===== config.mk =====
export PLATFORM = sky130hd
export DESIGN_NAME = stopwatch_bcd_n_flat
export DESIGN_NICKNAME = d
export VERILOG_FILES = /design/src/rtl/stopwatch_bcd_n_if.sv /design/src/rtl/stopwatch_bcd_n.sv /design/src/flat_wrapper.sv
export SDC_FILE = /design/constraint.sdc
export NUM_CORES = 1
export LEC_CHECK = 0
export ABC_AREA = 1
export BUFFER_PORTS_ARGS = -buffer_cell sky130_fd_sc_hd__buf_2
export CAP_MARGIN = 20
export CORE_ASPECT_RATIO = 1.2
export CORE_UTILIZATION = 50
export DETAILED_ROUTE_END_ITERATION = 8
export PLACE_DENSITY = 0.77
export SYNTH_ARGS = -nofsm -noshare
export SYNTH_HDL_FRONTEND = slang
export SYNTH_SLANG_ARGS = --single-unit
export TNS_END_PERCENT = 5

===== constraint.sdc =====
create_clock -name c_clk -period 1.45 [get_ports c_clk]
set_input_delay 0.3625 -clock c_clk [delete_from_list [all_inputs] [get_ports c_clk]]
set_output_delay 0.3625 -clock c_clk [all_outputs]
set_load 0.01 [all_outputs]

===== src/rtl/stopwatch_bcd_n_if.sv =====
// Stopwatch core signal bundle: tick strobes, buttons, mode/preset in; count and display scan out.
interface stopwatch_bcd_n_if #(
  parameter int DIGITS      = 4,
  parameter int LOAD_DIGITS = 2
);
  logic                     cnt_tick;
  logic                     scan_tick;
  logic                     P;
  logic                     CLR;
  logic [1:0]               sel;
  logic [4*LOAD_DIGITS-1:0] load;
  logic [4*DIGITS-1:0]      count;
  logic [3:0]               digit;
  logic [DIGITS-1:0]        an;
  logic                     dp;
  logic                     running;
  logic                     done;

  modport master (
    output cnt_tick, scan_tick, P, CLR, sel, load,
    input  count, digit, an, dp, running, done
  );

  modport slave (
    input  cnt_tick, scan_tick, P, CLR, sel, load,
    output count, digit, an, dp, running, done
  );
endinterface


===== src/rtl/stopwatch_bcd_n.sv =====
// BCD stopwatch/timer core: up/down BCD counter, run/pause/clear FSM and digit scan.
//
//  state   | meaning
//  --------+--------------------------------------------------------------
//  S_CLEAR | mode and preset latched from sel/load every cycle
//  S_IDLE  | paused, count held, rising P starts counting
//  S_RUN   | count steps on cnt_tick, rising P pauses, terminal -> DONE
//  S_DONE  | count held at terminal, only CLR leaves
module stopwatch_bcd_n #(
  parameter int DIGITS      = 4,
  parameter int LOAD_DIGITS = 2,
  parameter int DP_POS      = 2
) (
  input logic              c_clk,
  input logic              R_n,
  stopwatch_bcd_n_if.slave bus
);

  localparam int IDXW = $clog2(DIGITS);
  localparam logic [4*DIGITS-1:0] ALL_NINES = {DIGITS{4'h9}};

  typedef enum logic [1:0] {S_CLEAR, S_IDLE, S_RUN, S_DONE} state_t;

  state_t              state_q, state_d;
  logic [4*DIGITS-1:0] count_q, count_d;
  logic [1:0]          mode_q, mode_d;
  logic [IDXW-1:0]     idx_q, idx_d;
  logic                p_d_q;
  logic                pe;
  logic                count_down;
  logic [4*DIGITS-1:0] terminal;

  function automatic logic [4*DIGITS-1:0] bcd_step(input logic [4*DIGITS-1:0] v,
                                                   input logic down);
    logic [4*DIGITS-1:0] r;
    logic [3:0]          d;
    logic                c;
    r = v;
    c = 1'b1;
    for (int i = 0; i < DIGITS; i++) begin
      d = v[4*i +: 4];
      if (c) begin
        if (!down) begin
          if (d == 4'd9) d = 4'd0;
          else begin
            d = d + 4'd1;
            c = 1'b0;
          end
        end else begin
          if (d == 4'd0) d = 4'd9;
          else begin
            d = d - 4'd1;
            c = 1'b0;
          end
        end
      end
      r[4*i +: 4] = d;
    end
    return r;
  endfunction

  // Load nibbles above 9 are clamped so the counter never holds a non-BCD digit.
  function automatic logic [4*DIGITS-1:0] preset(input logic [1:0] m,
                                                 input logic [4*LOAD_DIGITS-1:0] ld);
    logic [4*DIGITS-1:0] r;
    logic [3:0]          n;
    r = '0;
    case (m)
      2'd2: r = ALL_NINES;
      2'd1, 2'd3: begin
        for (int j = 0; j < LOAD_DIGITS; j++) begin
          n = ld[4*j +: 4];
          if (n > 4'd9) n = 4'd9;
          r[4*(DIGITS-LOAD_DIGITS+j) +: 4] = n;
        end
      end
      default: r = '0;
    endcase
    return r;
  endfunction

  assign pe         = bus.P & ~p_d_q;
  assign count_down = (mode_q == 2'd2) || (mode_q == 2'd3);
  assign terminal   = count_down ? '0 : ALL_NINES;

  // State, counter, mode, P history and scan index registers.
  always_ff @(posedge c_clk or negedge R_n) begin
    if (!R_n) begin
      state_q <= S_CLEAR;
      count_q <= '0;
      mode_q  <= 2'd0;
      idx_q   <= '0;
      p_d_q   <= 1'b0;
    end else begin
      state_q <= state_d;
      count_q <= count_d;
      mode_q  <= mode_d;
      idx_q   <= idx_d;
      p_d_q   <= bus.P;
    end
  end

  // Next state: CLR beats everything, terminal beats a pause request in RUN.
  always_comb begin
    state_d = state_q;
    count_d = count_q;
    mode_d  = mode_q;
    idx_d   = idx_q;
    if (bus.scan_tick) idx_d = (idx_q == IDXW'(DIGITS-1)) ? '0 : idx_q + 1'b1;
    case (state_q)
      S_CLEAR: begin
        mode_d  = bus.sel;
        count_d = preset(bus.sel, bus.load);
        if (!bus.CLR) state_d = S_IDLE;
      end
      S_IDLE: begin
        if (bus.CLR) state_d = S_CLEAR;
        else if (pe) state_d = S_RUN;
      end
      S_RUN: begin
        if (bus.CLR) state_d = S_CLEAR;
        else if (count_q == terminal) state_d = S_DONE;
        else begin
          if (bus.cnt_tick) count_d = bcd_step(count_q, count_down);
          if (pe) state_d = S_IDLE;
        end
      end
      S_DONE: begin
        if (bus.CLR) state_d = S_CLEAR;
      end
      default: state_d = S_CLEAR;
    endcase
  end

  // Display scan decode, purely combinational from index and count.
  always_comb begin
    bus.an = '1;
    for (int i = 0; i < DIGITS; i++) begin
      if (idx_q == IDXW'(i)) bus.an[i] = 1'b0;
    end
  end

  assign bus.digit   = count_q[4*idx_q +: 4];
  assign bus.dp      = (idx_q != IDXW'(DP_POS));
  assign bus.count   = count_q;
  assign bus.running = (state_q == S_RUN);
  assign bus.done    = (state_q == S_DONE);

endmodule


===== src/flat_wrapper.sv =====
// flat-port wrapper written by rule: the top's interface ports become plain ports
module stopwatch_bcd_n_flat 
#(
  parameter int DIGITS      = 4,
  parameter int LOAD_DIGITS = 2,
  parameter int DP_POS      = 2
)
  (c_clk, R_n, bus_cnt_tick, bus_scan_tick, bus_P, bus_CLR, bus_sel, bus_load, bus_count, bus_digit, bus_an, bus_dp, bus_running, bus_done);
  stopwatch_bcd_n_if #(.DIGITS(DIGITS), .LOAD_DIGITS(LOAD_DIGITS)) bus_i ();
  input logic c_clk;
  input logic R_n;
  input wire logic [$bits(bus_i.cnt_tick)-1:0] bus_cnt_tick;
  input wire logic [$bits(bus_i.scan_tick)-1:0] bus_scan_tick;
  input wire logic [$bits(bus_i.P)-1:0] bus_P;
  input wire logic [$bits(bus_i.CLR)-1:0] bus_CLR;
  input wire logic [$bits(bus_i.sel)-1:0] bus_sel;
  input wire logic [$bits(bus_i.load)-1:0] bus_load;
  output wire logic [$bits(bus_i.count)-1:0] bus_count;
  output wire logic [$bits(bus_i.digit)-1:0] bus_digit;
  output wire logic [$bits(bus_i.an)-1:0] bus_an;
  output wire logic [$bits(bus_i.dp)-1:0] bus_dp;
  output wire logic [$bits(bus_i.running)-1:0] bus_running;
  output wire logic [$bits(bus_i.done)-1:0] bus_done;
  assign bus_i.cnt_tick = bus_cnt_tick;
  assign bus_i.scan_tick = bus_scan_tick;
  assign bus_i.P = bus_P;
  assign bus_i.CLR = bus_CLR;
  assign bus_i.sel = bus_sel;
  assign bus_i.load = bus_load;
  assign bus_count = bus_i.count;
  assign bus_digit = bus_i.digit;
  assign bus_an = bus_i.an;
  assign bus_dp = bus_i.dp;
  assign bus_running = bus_i.running;
  assign bus_done = bus_i.done;
  stopwatch_bcd_n #(.DIGITS(DIGITS), .LOAD_DIGITS(LOAD_DIGITS), .DP_POS(DP_POS)) u_core (.c_clk(c_clk), .R_n(R_n), .bus(bus_i));
endmodule

### After elaboration in Yosys (flattened, before gate mapping)

Index checks and enable logic that the tools add are counted.

| word-level totals | value |
|---|---|
| input port bits | 16 |
| output and inout port bits | 27 |
| word-level logic and storage cells | 123 |
| register bits | 23 |

| operators by class | value |
|---|---|
| order comparisons | 2 |
| mux-type cells | 60 |
| eq/ne operators | 27 |
| add/subtract/negate cells | 9 |
| bitwise operators | 2 |
| reduce and logical (&&, ||, !) cells | 14 |
| shift-type cells | 1 |

Operators by type and width:

| operator | count |
|---|---|
| 4-bit two-way mux | 17 |
| 16-bit two-way mux | 4 |
| 16-bit case mux with 2 select lines | 1 |
| 1-bit two-way mux | 27 |
| 4-bit by 1-bit adder with 4-bit output (second input constant) | 4 |
| 16-bit equality test | 1 |
| 2-bit equality test (second input constant) | 8 |
| 4-bit equality test (second input constant) | 4 |
| 4-bit logical NOT | 4 |
| 2-bit two-way mux | 8 |
| 8-bit case mux with 2 select lines | 1 |
| 16-bit by 5-bit indexed part select with 4-bit output | 1 |
| 4-bit by 1-bit subtractor with 4-bit output (second input constant) | 4 |
| 5-bit AND reduction | 3 |
| 2-bit != test (second input constant) | 6 |
| 4-bit > comparator (second input constant) | 2 |
| 8-bit two-way mux | 1 |
| 2-bit case mux with 4 select lines | 1 |
| 4-bit AND reduction | 2 |
| 2-bit by 1-bit equality test with 1-bit output (second input constant) | 3 |
| 2-bit by 1-bit != test with 1-bit output (second input constant) | 3 |
| 2-bit logical NOT | 2 |
| 4-bit by 2-bit != test with 1-bit output (second input constant) | 1 |
| 3-bit by 2-bit != test with 1-bit output (second input constant) | 1 |
| 6 further kinds | 6 |

### Depth between registers and ports, before layout

Gate-level depths: netlist of run 1.

| depth | value |
|---|---|
| depth in word-level cells | 22 |
| depth in mapped cells | 13 |
| depth with buffers taken out | 12 |

### Worst setup path after synthesis of run 1

No wires, ideal clock.

| timing path | value |
|---|---|
| path kind | reg2out |
| start | register u_core.idx_q[0] |
| end | output bus_an[2] |
| stages on the path, launching flop included | 6 |
| arrival time | 1.233 ns |
| buffers on the path | 2 |
| slack | -0.145 ns |
| data required time | 1.087 ns |
| path through | dfrtp_1 -> inv_1 -> clkbuf_1 -> ha_1 -> inv_1 -> buf_4 |

| between the ends | value |
|---|---|
| word-level cells in the longest chain between the ends | 2 |

RTL lines:

| element | RTL line | RTL |
|---|---|---|
| start, declared | stopwatch_bcd_n.sv:27 | `logic [IDXW-1:0] idx_q, idx_d;` |
| start signal, assigned | stopwatch_bcd_n.sv:98 | `idx_q <= idx_d;` |
| 2-bit equality test | stopwatch_bcd_n.sv:139 | `if (idx_q == IDXW'(i)) bus.an[i] = 1'b0;` |
| 1-bit two-way mux | stopwatch_bcd_n.sv:139 |  |
| end, declared | flat_wrapper.sv:20 | `output wire logic [$bits(bus_i.an)-1:0] bus_an;` |

No other way between the ends.

### Final worst setup path of run 1

| timing path | value |
|---|---|
| start | register u_core.count_q[7], in the netlist u_core.bus.count[7] |
| end | output bus_digit[3] |

| between the ends | value |
|---|---|
| word-level cells in the longest chain between the ends | 1 |

RTL lines:

| element | RTL line | RTL |
|---|---|---|
| start, declared | stopwatch_bcd_n.sv:25 | `logic [4*DIGITS-1:0] count_q, count_d;` |
| start signal, assigned | stopwatch_bcd_n.sv:96 | `count_q <= count_d;` |
| 16-bit by 5-bit indexed part select with 4-bit output | stopwatch_bcd_n.sv:143 | `assign bus.digit = count_q[4*idx_q +: 4];` |
| end, declared | flat_wrapper.sv:19 | `output wire logic [$bits(bus_i.digit)-1:0] bus_digit;` |

No other way between the ends.

==> flow_summary.ini, run 1 <==
[sta]
worst_slack_ns = -0.265
slew_viol_final = 0
period_needed_ns = 1.71
hold_violations = 0
rsz0062_at_grt = true
setup_viol = 29
slew_headroom = 0.646
fin_skew_ns = 0.00538
timing.final.crit_share = 1.18
finalSetupTns_ns = -4.31
max_freq_mhz = 583
worstMarginPinSlew_ns = 0.531

[yosys]
ys.flop_type = dfrtp_1
synth.yosys.seq_area_share = 0.263
synth_area_per_cell_um2 = 6.05
synthArstFlopShare = 1.00
ys_warn_count = 0
syn_nets = 366
ys_types = 29
synth_seq_cells = 22
netlist_area_um2 = 2090
synth_cells = 346
synth_edf_count = 0

[global_route]
grt_max_degree = 23
gr-total-overflow = 0
grt_pass1_wl_um = 10600
grt.total_usage = 0.312
antenna_found_initial = 0
grt_pass1_vias = 2492

[drt]
vias = 2696
wl_per_cell_um = 13.3
drtIter0Drc = 145
vias_per_cell = 5.35
drc = 0
wirelength_um = 6690
ant_nets = 0
drt_pass1_iterations = 4

[setup_path]
r2r_slack_ns = -0.19
cp.required_ns = 1.09
cp-start-kind = flop
crit_slowest_cell = dfrtp_1
reg2reg_to = u_core.bus.count[13]
arrival_ns = 1.35
path_buf_inv = 3
critPathMaxFanout = 4
rr_worst_depth = 11
worstReg2RegStart = u_core.mode_q[1]
slowest_delay_ns = 0.41
worstSetupEndpointType = primary output
cp_top_family = flip-flops
crit_start = u_core.bus.count[7]
path_cells = inv_2, buf_4, o21ai_4, a21oi_2, a21oi_1, buf_2
critical_path_class = flop to primary output

[cts]
clkLatencyLatePin_ns = 0.27
cts_tree = done
cts.root.buffer_cell = clkbuf_8
clockBufferDepth = 2
h-tree-depth = 1
numCtsBuffers = 3
clkSinkCount = 22
clk_pin_slew_ns = 0.09

[layout]
diodes = 0
nets = 471
area.growth.synth_to_final_pct = 50.7
post_route_cells_drive_above_1_share = 0.416
final_util = 0.794

[power_and_ir_drop]
ir_worst_vdd_uv = 1420
p_leak_nw = 1.67
power_density_nw_per_um2 = 2350

[outcome]
violations = setup timing
status = complete, but fails checks

[placed_design]
routabilityCongestion = 0.968
dpl.hpwl_um = 4820
port_buffers = 42

[die]
coreArea_um2 = 3970
die_w_um = 61.1
initial_utilization = 0.527
ios = 43
fp.dieArea_um2 = 4450
rows = 25
die_h_um = 72.9

[min_path]
hold_path_class = input pin to asynchronous set/reset pin

[job]
drv_cap = 0
## synth_stat cells (5+ instances only)
master,count,area [um^2]
nand2_1,107,402
nand3_1,38,190
o21ai_0,33,165
inv_1,28,105
nor2_1,26,97.6
a21oi_1,22,110
dfrtp_1,22,551
inv_2,10,37.5
nand4_1,8,50.1
buf_2,7,35.0
nor2_2,6,37.5
nand2_2,5,31.3
## placed cells by master (no fill, tap or decap), types with 2 or more instances in the layout
cell,n
clkbuf_8,4
nand2_4,4
nand3_2,11
nand2_2,8
ha_2,2
o21ai_0,29
xor2_1,4
a21oi_1,20
inv_4,3
inv_1,22
nand2_1,100
nand3b_1,2
buf_6,9
dfrtp_1,16
nor2_2,5
nor2_1,23
nand4_1,8
nand3_1,31
o21ai_2,5
inv_2,14
nor2_4,5
nor3_1,2
dfrtp_2,6
buf_4,64
a21oi_2,3
buf_12,3
buf_2,37
## worst max path at each step
stage	to	cells after the start	slack, ns
after global placement	u_core.bus.count[9]	13	-0.16
after detailed placement	u_core.bus.count[6]	13	-0.23
after CTS	bus_digit[0]	6	-0.19
after floorplan	u_core.bus.count[1]	13	-0.04
final	bus_digit[3]	6	-0.26
after global routing	u_core.bus.count[14]	11	-0.35
## worst reg2reg max path, cell delays in order, from the launching register on
cell and delay, ns:
dfrtp_2 0.45, buf_6 0.14, nand2_1 0.06, nand3_2 0.09, buf_4 0.14, nor2_1 0.12, nand2_1 0.09, nor2_2 0.11
nand2_1 0.06, nand4_1 0.18, nand2_1 0.08, nand2_1 0.07
## sequential cells by signal (all words and copies together), names as in the netlist
signal,flops
u_core.mode_q,1
u_core.idx_q,2
u_core.state_q,2
u_core.bus.count,16
u_core.p_d_q,1
## cell families (layout without fill, tap and decap cells)
kind of cell,Yosys count,after routing,share of synthesized area
adder cells (fa/ha/maj),4,4,0.0239
AO/OA/AOI/OAI,63,63,0.162
flip-flops,22,22,0.263
AND/OR/NAND/NOR,199,199,0.423
buffers and inverters,54,158,0.112
XOR/XNOR,4,4,0.0167
## per-layer routing
layer | GRT usage | up-vias | wire, um
met5 | 0 | - | 0
met4 | 0.149 | 0 | 235
met3 | 0.0355 | 27 | 348
met2 | 0.542 | 118 | 3480
met1 | 0.372 | 1219 | 2630
li1 | - | 1332 | -
## cell type report
cell class | count | area [um^2]
inverter | 39 | 154
clock buffer | 4 | 55.1
tap | 54 | 67.6
timing repair buffer | 115 | 867
fill | 290 | 818
multi-input combinational | 270 | 1450
sequential | 22 | 558
## repair_timing
| item | CTS | global route |
|---|---|---|
| endpoints found under the setup margin | 29 | 32 |
| hold endpoints to repair | 0 | 0 |
| resized for setup | 34 | 29 |
| setup buffers | 4 | 0 |
| hold buffers | 0 | 0 |
| gates cloned | 0 | 1 |
| pin swaps | 7 | 7 |
## power by group
| part | total [W] | switching (W) | internal [W] |
|---|---|---|---|
| Combinational | 0.00572 | 0.00307 | 0.00265 |
| Sequential | 0.00122 | 0.000347 | 0.000878 |
| Clock | 0.000466 | 0.000223 | 0.000243 |
## per-stage QoR
step | total power (W) | cells | setup WS, ns | cell area (um^2) | hold slack (ns)
3_3_place_gp | 0.00602 | 495 | -0.160 | 2840 | 0.370
4_1_cts | 0.00696 | 503 | -0.195 | 3030 | 0.0774
3_5_place_dp | 0.00612 | 495 | -0.230 | 2840 | 0.373
6_report | 0.00741 | 504 | -0.265 | 3150 | 0.0589
5_1_grt | 0.00804 | 504 | -0.347 | 3150 | 0.0918
2_1_floorplan | 0.00400 | 346 | -0.0437 | 2120 | 0.0669
Note: power is estimated with default switching activity, not from simulation.
==> inputs of run 2 (changes only) <==
--- a/config.mk
+++ b/config.mk
@@ -11,7 +11,8 @@
 export CORE_ASPECT_RATIO = 1.2
 export CORE_UTILIZATION = 50
 export DETAILED_ROUTE_END_ITERATION = 8
-export PLACE_DENSITY = 0.77
+export PLACE_DENSITY = 0.74
+export RECOVER_POWER = 50
 export SYNTH_ARGS = -nofsm -noshare
 export SYNTH_HDL_FRONTEND = slang
 export SYNTH_SLANG_ARGS = --single-unit
==> constraint.sdc (replaced) <==
create_clock -name c_clk -period 1.91 [get_ports c_clk]
set_input_delay 0.4775 -clock c_clk [delete_from_list [all_inputs] [get_ports c_clk]]
set_output_delay 0.4775 -clock c_clk [all_outputs]
set_load 0.01 [all_outputs]
==> flow_summary.ini, run 2 (synthesized netlist as in run 1, its figures left out) <==
[cts]
cts.root.buffer_cell = clkbuf_8
clkSinkCount = 22
h-tree-depth = 1
clk_pin_slew_ns = 0.09
clockBufferDepth = 2
cts_hold_buffers = 0
cts_tree = done
numCtsBuffers = 3
clkLatencyLatePin_ns = 0.27

[drt]
dr_wl_met2_um = 2870
wl_per_cell_um = 12.9
dr_wl_met3_um = 293
top_layer_used = met4
ant_nets = 0
wirelength_um = 5780
vias = 2422
drtIter0Drc = 145
vias_per_cell = 5.39
met1_length_um = 2510
drt_pass1_iterations = 5
drc = 0

[die]
fp.dieArea_um2 = 4450
die_w_um = 61.1
die_h_um = 72.9
coreArea_um2 = 3970
initial_utilization = 0.527
ios = 43
rows = 25

[placed_design]
port_buffers = 42
placed_cell_area_um2 = 2380
dpl.hpwl_um = 4190
dp_slack_ns = 0.00147
routabilityCongestion = 1.01

[global_route]
gr-total-overflow = 0
grt_pass1_vias = 2157
grt.total_usage = 0.284
grt_max_degree = 23
antenna_found_initial = 0
grt_pass1_wl_um = 9630

[setup_path]
r2r_slack_ns = 0.12
cp-start-kind = flop
arrival_ns = 1.42
critical_path_class = flop to primary output
path_common_cell = a21oi_1
crit_slowest_cell = dfrtp_1
cp.required_ns = 1.43
critPathMaxFanout = 7
worstSetupEndpointType = primary output
path_cells = clkinvlp_4, o21ai_0, a21oi_1, a21oi_1, buf_2
slowest_delay_ns = 0.41

[sta]
slew_headroom = 0.131
worst_slack_ns = 0.0172
fin_skew_ns = 0.00406
slew_viol_final = 0
worstMarginPinSlew_ns = 1.30
finalSetupTns_ns = 0
setup_viol = 0
period_needed_ns = 1.89
timing.final.crit_share = 0.991
hold_violations = 0
max_freq_mhz = 528
rsz0062_at_grt = true

[power_and_ir_drop]
total_power_w = 0.00422
ir_worst_vdd_uv = 990
p_leak_nw = 1.32
power_density_nw_per_um2 = 1690

[layout]
diodes = 0
fin_area_um2 = 2490
area.growth.synth_to_final_pct = 18.9
nets = 416
final_common_cell = nand2_1
largest_reg_flops = 16
post_route_cells_drive_above_1_share = 0.251
final_cell_mix = 107 x nand2_1, 41 x buf_2, 38 x nand3_1, 32 x o21ai_0, 27 x inv_1
layout.filler_cells = 417

[outcome]
status = finished, final reports clean

[min_path]
hold_path_class = input pin to flop

[job]
drv_cap = 0
[run 2: cell count changes in the layout (fill, tap and decap cells not counted), moves of 4 or more]
cell	previous run	this run
inv_1	22	27
nand3_2	11	4
buf_6	9	0
nand3_1	31	38
inv_2	14	10
nand2_2	8	4
buf_2	37	41
nor2_4	5	1
buf_4	64	17
nand2_1	100	107
[run 2: layout make-up]
class,count,area (um^2),area share
multi-input cells,270,1310,0.528
flip-flops and latches,22,556,0.223
repair buffers,59,337,0.135
inverters,39,154,0.0618
well taps,54,67.6,0.0271
clock buffers,4,55.1,0.0221
repair inverters,1,7.51,0.00302
[run 2: worst max-delay path, delay by kind of cell (launching register included)]
family | cells | cell delay (ns)
buffers and inverters | 2 | 0.33
AOI/OAI and AO/OA | 3 | 0.41
DFF | 1 | 0.41
[run 2: final timing paths]
path	start	end	depth (start not counted)
setup / recovery	u_core.idx_q[0]	bus_digit[0]	5
hold / removal	bus_P	u_core.p_d_q	1
setup reg to reg	u_core.mode_q[1]	u_core.bus.count[11]	12
hold reg to reg	u_core.bus.count[6]	u_core.bus.count[6]	2
max in group asynchronous	R_n	u_core.bus.count[6]	1
min in group asynchronous	R_n	u_core.bus.count[10]	1
[run 2: stage by stage]
| step | hold WS (ns) | utilization | instances |
|---|---|---|---|
| 4_1_cts | 0.197 | 0.621 | 447 |
| 3_5_place_dp | 0.490 | 0.599 | 440 |
| 5_1_grt | 0.313 | 0.627 | 449 |
| 2_1_floorplan | 0.182 | - | 346 |
| 3_3_place_gp | 0.485 | 0.599 | 440 |
| 6_report | 0.321 | 0.627 | 449 |
[run 2: per-layer routing]
metal,vias up,track usage
met1,1097,0.358
met3,10,0.0319
li1,1226,-
met4,0,0.109
met2,89,0.486
met5,-,0
[run 2: report_power, final]
part           total (W)  switching, W  leakage [nW]  internal (W)
sequential       0.00102      0.000360         0.276      0.000658
clock           0.000349      0.000165        0.0288      0.000184
combinational    0.00285       0.00178          1.02       0.00107
[run 2: what timing repair did]
action	4_1_cts	5_1_grt
cloned	0	1
resized for setup	3	6
buffers inserted	3	1
setup endpoints to repair	8	17
==> inputs of run 3 (changes only) <==
--- a/config.mk
+++ b/config.mk
@@ -11,6 +11,7 @@
 export CORE_ASPECT_RATIO = 1.2
 export CORE_UTILIZATION = 50
 export DETAILED_ROUTE_END_ITERATION = 8
+export GPL_TIMING_DRIVEN = 0
 export PLACE_DENSITY = 0.74
 export RECOVER_POWER = 50
 export SYNTH_ARGS = -nofsm -noshare
==> flow_summary.ini, run 3 (synthesized netlist as in run 1, its figures left out) <==
[outcome]
status = finished, final reports clean

[die]
rows = 25
fp.dieArea_um2 = 4450
coreArea_um2 = 3970
ios = 43
die_h_um = 72.9
initial_utilization = 0.527
die_w_um = 61.1

[sta]
max_freq_mhz = 527
slew_viol_final = 0
rsz0062_at_grt = true
hold_violations = 0
worstMarginPinSlew_ns = 1.26
setup_viol = 0
fin_skew_ns = 0.00796
period_needed_ns = 1.90
timing.final.crit_share = 0.994
slew_headroom = 0.160

[layout]
largest_reg_flops = 16
final_cells = 447
nets = 414
final_common_cell = nand2_1
diodes = 0
post_route_cells_drive_above_1_share = 0.249
area.growth.synth_to_final_pct = 17.9
final_cell_mix = 106 x nand2_1, 46 x buf_2, 38 x nand3_1, 32 x o21ai_0, 26 x nor2_1

[setup_path]
worstReg2RegStart = u_core.mode_q[1]
critPathMaxFanout = 7
worstSetupEndpointType = primary output
rr_worst_depth = 8
r2r_slack_ns = 0.17
reg2reg_to = u_core.bus.count[14]
critical_path_class = flop to primary output
arrival_ns = 1.42
cp.required_ns = 1.43
cp-start-kind = flop

[cts]
cts.root.buffer_cell = clkbuf_8
clk_pin_slew_ns = 0.09
numCtsBuffers = 3
clkSinkCount = 22
clockBufferDepth = 2
cts_hold_buffers = 0
clkLatencyLatePin_ns = 0.28
cts_tree = done
h-tree-depth = 1

[global_route]
gr-total-overflow = 0
grt_pass1_wl_um = 9770
grt_max_degree = 23
grt.total_usage = 0.289
grt_pass1_vias = 2168
antenna_found_initial = 0

[power_and_ir_drop]
ir_worst_vdd_uv = 753
power_density_nw_per_um2 = 1720
p_leak_nw = 1.31
total_power_w = 0.00424

[drt]
wl_per_cell_um = 12.8
ant_nets = 0
drc = 0
drtIter0Drc = 199
drt_pass1_iterations = 5
vias = 2381
vias_per_cell = 5.33
wirelength_um = 5740

[min_path]
whs_endpoint = u_core.p_d_q
hold_path_class = input pin to flop
holdPathStages = 1
min_from = bus_P

[job]
drv_cap = 0

[placed_design]
dp.cells = 442
routabilityCongestion = 0.908
dpl.hpwl_um = 4280
port_buffers = 42
==> run 3: cell types whose count changed in the layout (fill, tap and decap cells not counted), moves of 2 or more <==
cell,delta
nand2_2,+2
buf_1,+2
buf_4,-13
clkinvlp_4,-3
buf_2,+5
inv_2,+2
buf_6,+3
inv_1,-2
==> run 3: critical path, cell delays in order, from the launching register on <==
cell and delay [ns]:
dfrtp_2 0.42, inv_1 0.09, o21ai_0 0.25, a21oi_1 0.08, a21oi_1 0.15, buf_2 0.15
==> run 3: per-stage QoR <==
stage          setup slack [ns]  TNS (ns)  utilization  hold slack (ns)  cell area [um^2]
6_report                 0.0110         0        0.621            0.312              2470
5_1_grt                 -0.0543   -0.0688        0.621            0.306              2470
2_1_floorplan             0.200         0            -            0.182              2090
4_1_cts                -0.00856  -0.00856        0.615            0.189              2440
3_3_place_gp            0.00680         0        0.597            0.483              2370
3_5_place_dp            -0.0306   -0.0306        0.597            0.489              2370
==> run 3: repair_timing <==
action                                  in CTS  in global routing
resized for setup                            9                 11
buffers inserted                             0                  1
pin swaps                                    0                  1
endpoints found under the setup margin       8                 15
==> run 3: worst max path at each step <==
stage,startpoint,endpoint,cells past startpoint
2_1_floorplan,u_core.idx_q[0],bus_an[2],5
3_3_place_gp,u_core.idx_q[0],bus_an[2],6
3_5_place_dp,u_core.idx_q[0],bus_an[2],6
4_1_cts,u_core.idx_q[0],bus_an[2],6
5_1_grt,u_core.idx_q[0],bus_an[2],6
6_report,u_core.bus.count[5],bus_digit[1],5
==> run 3: per-layer routing <==
layer	track usage	share of wire	routed length [um]
met5	0	0	0
met3	0.0284	0.066	378
met4	0.0934	0.028	158
met1	0.363	0.43	2490
met2	0.506	0.47	2710
==> run 3: final cells by class <==
type,instances,area (um^2)
sequential,22,557
clock buffer,4,55.1
timing repair buffer,43,216
fill,421,1500
multi-input combinational,270,1320
inverter,39,150
tap,54,67.6
buffer,15,106
==> run 3: power by group <==
part / switching [W] / internal [W]
combinational: 0.00189 / 0.00107
clock: 0.000170 / 0.000185
sequential: 0.000267 / 0.000659
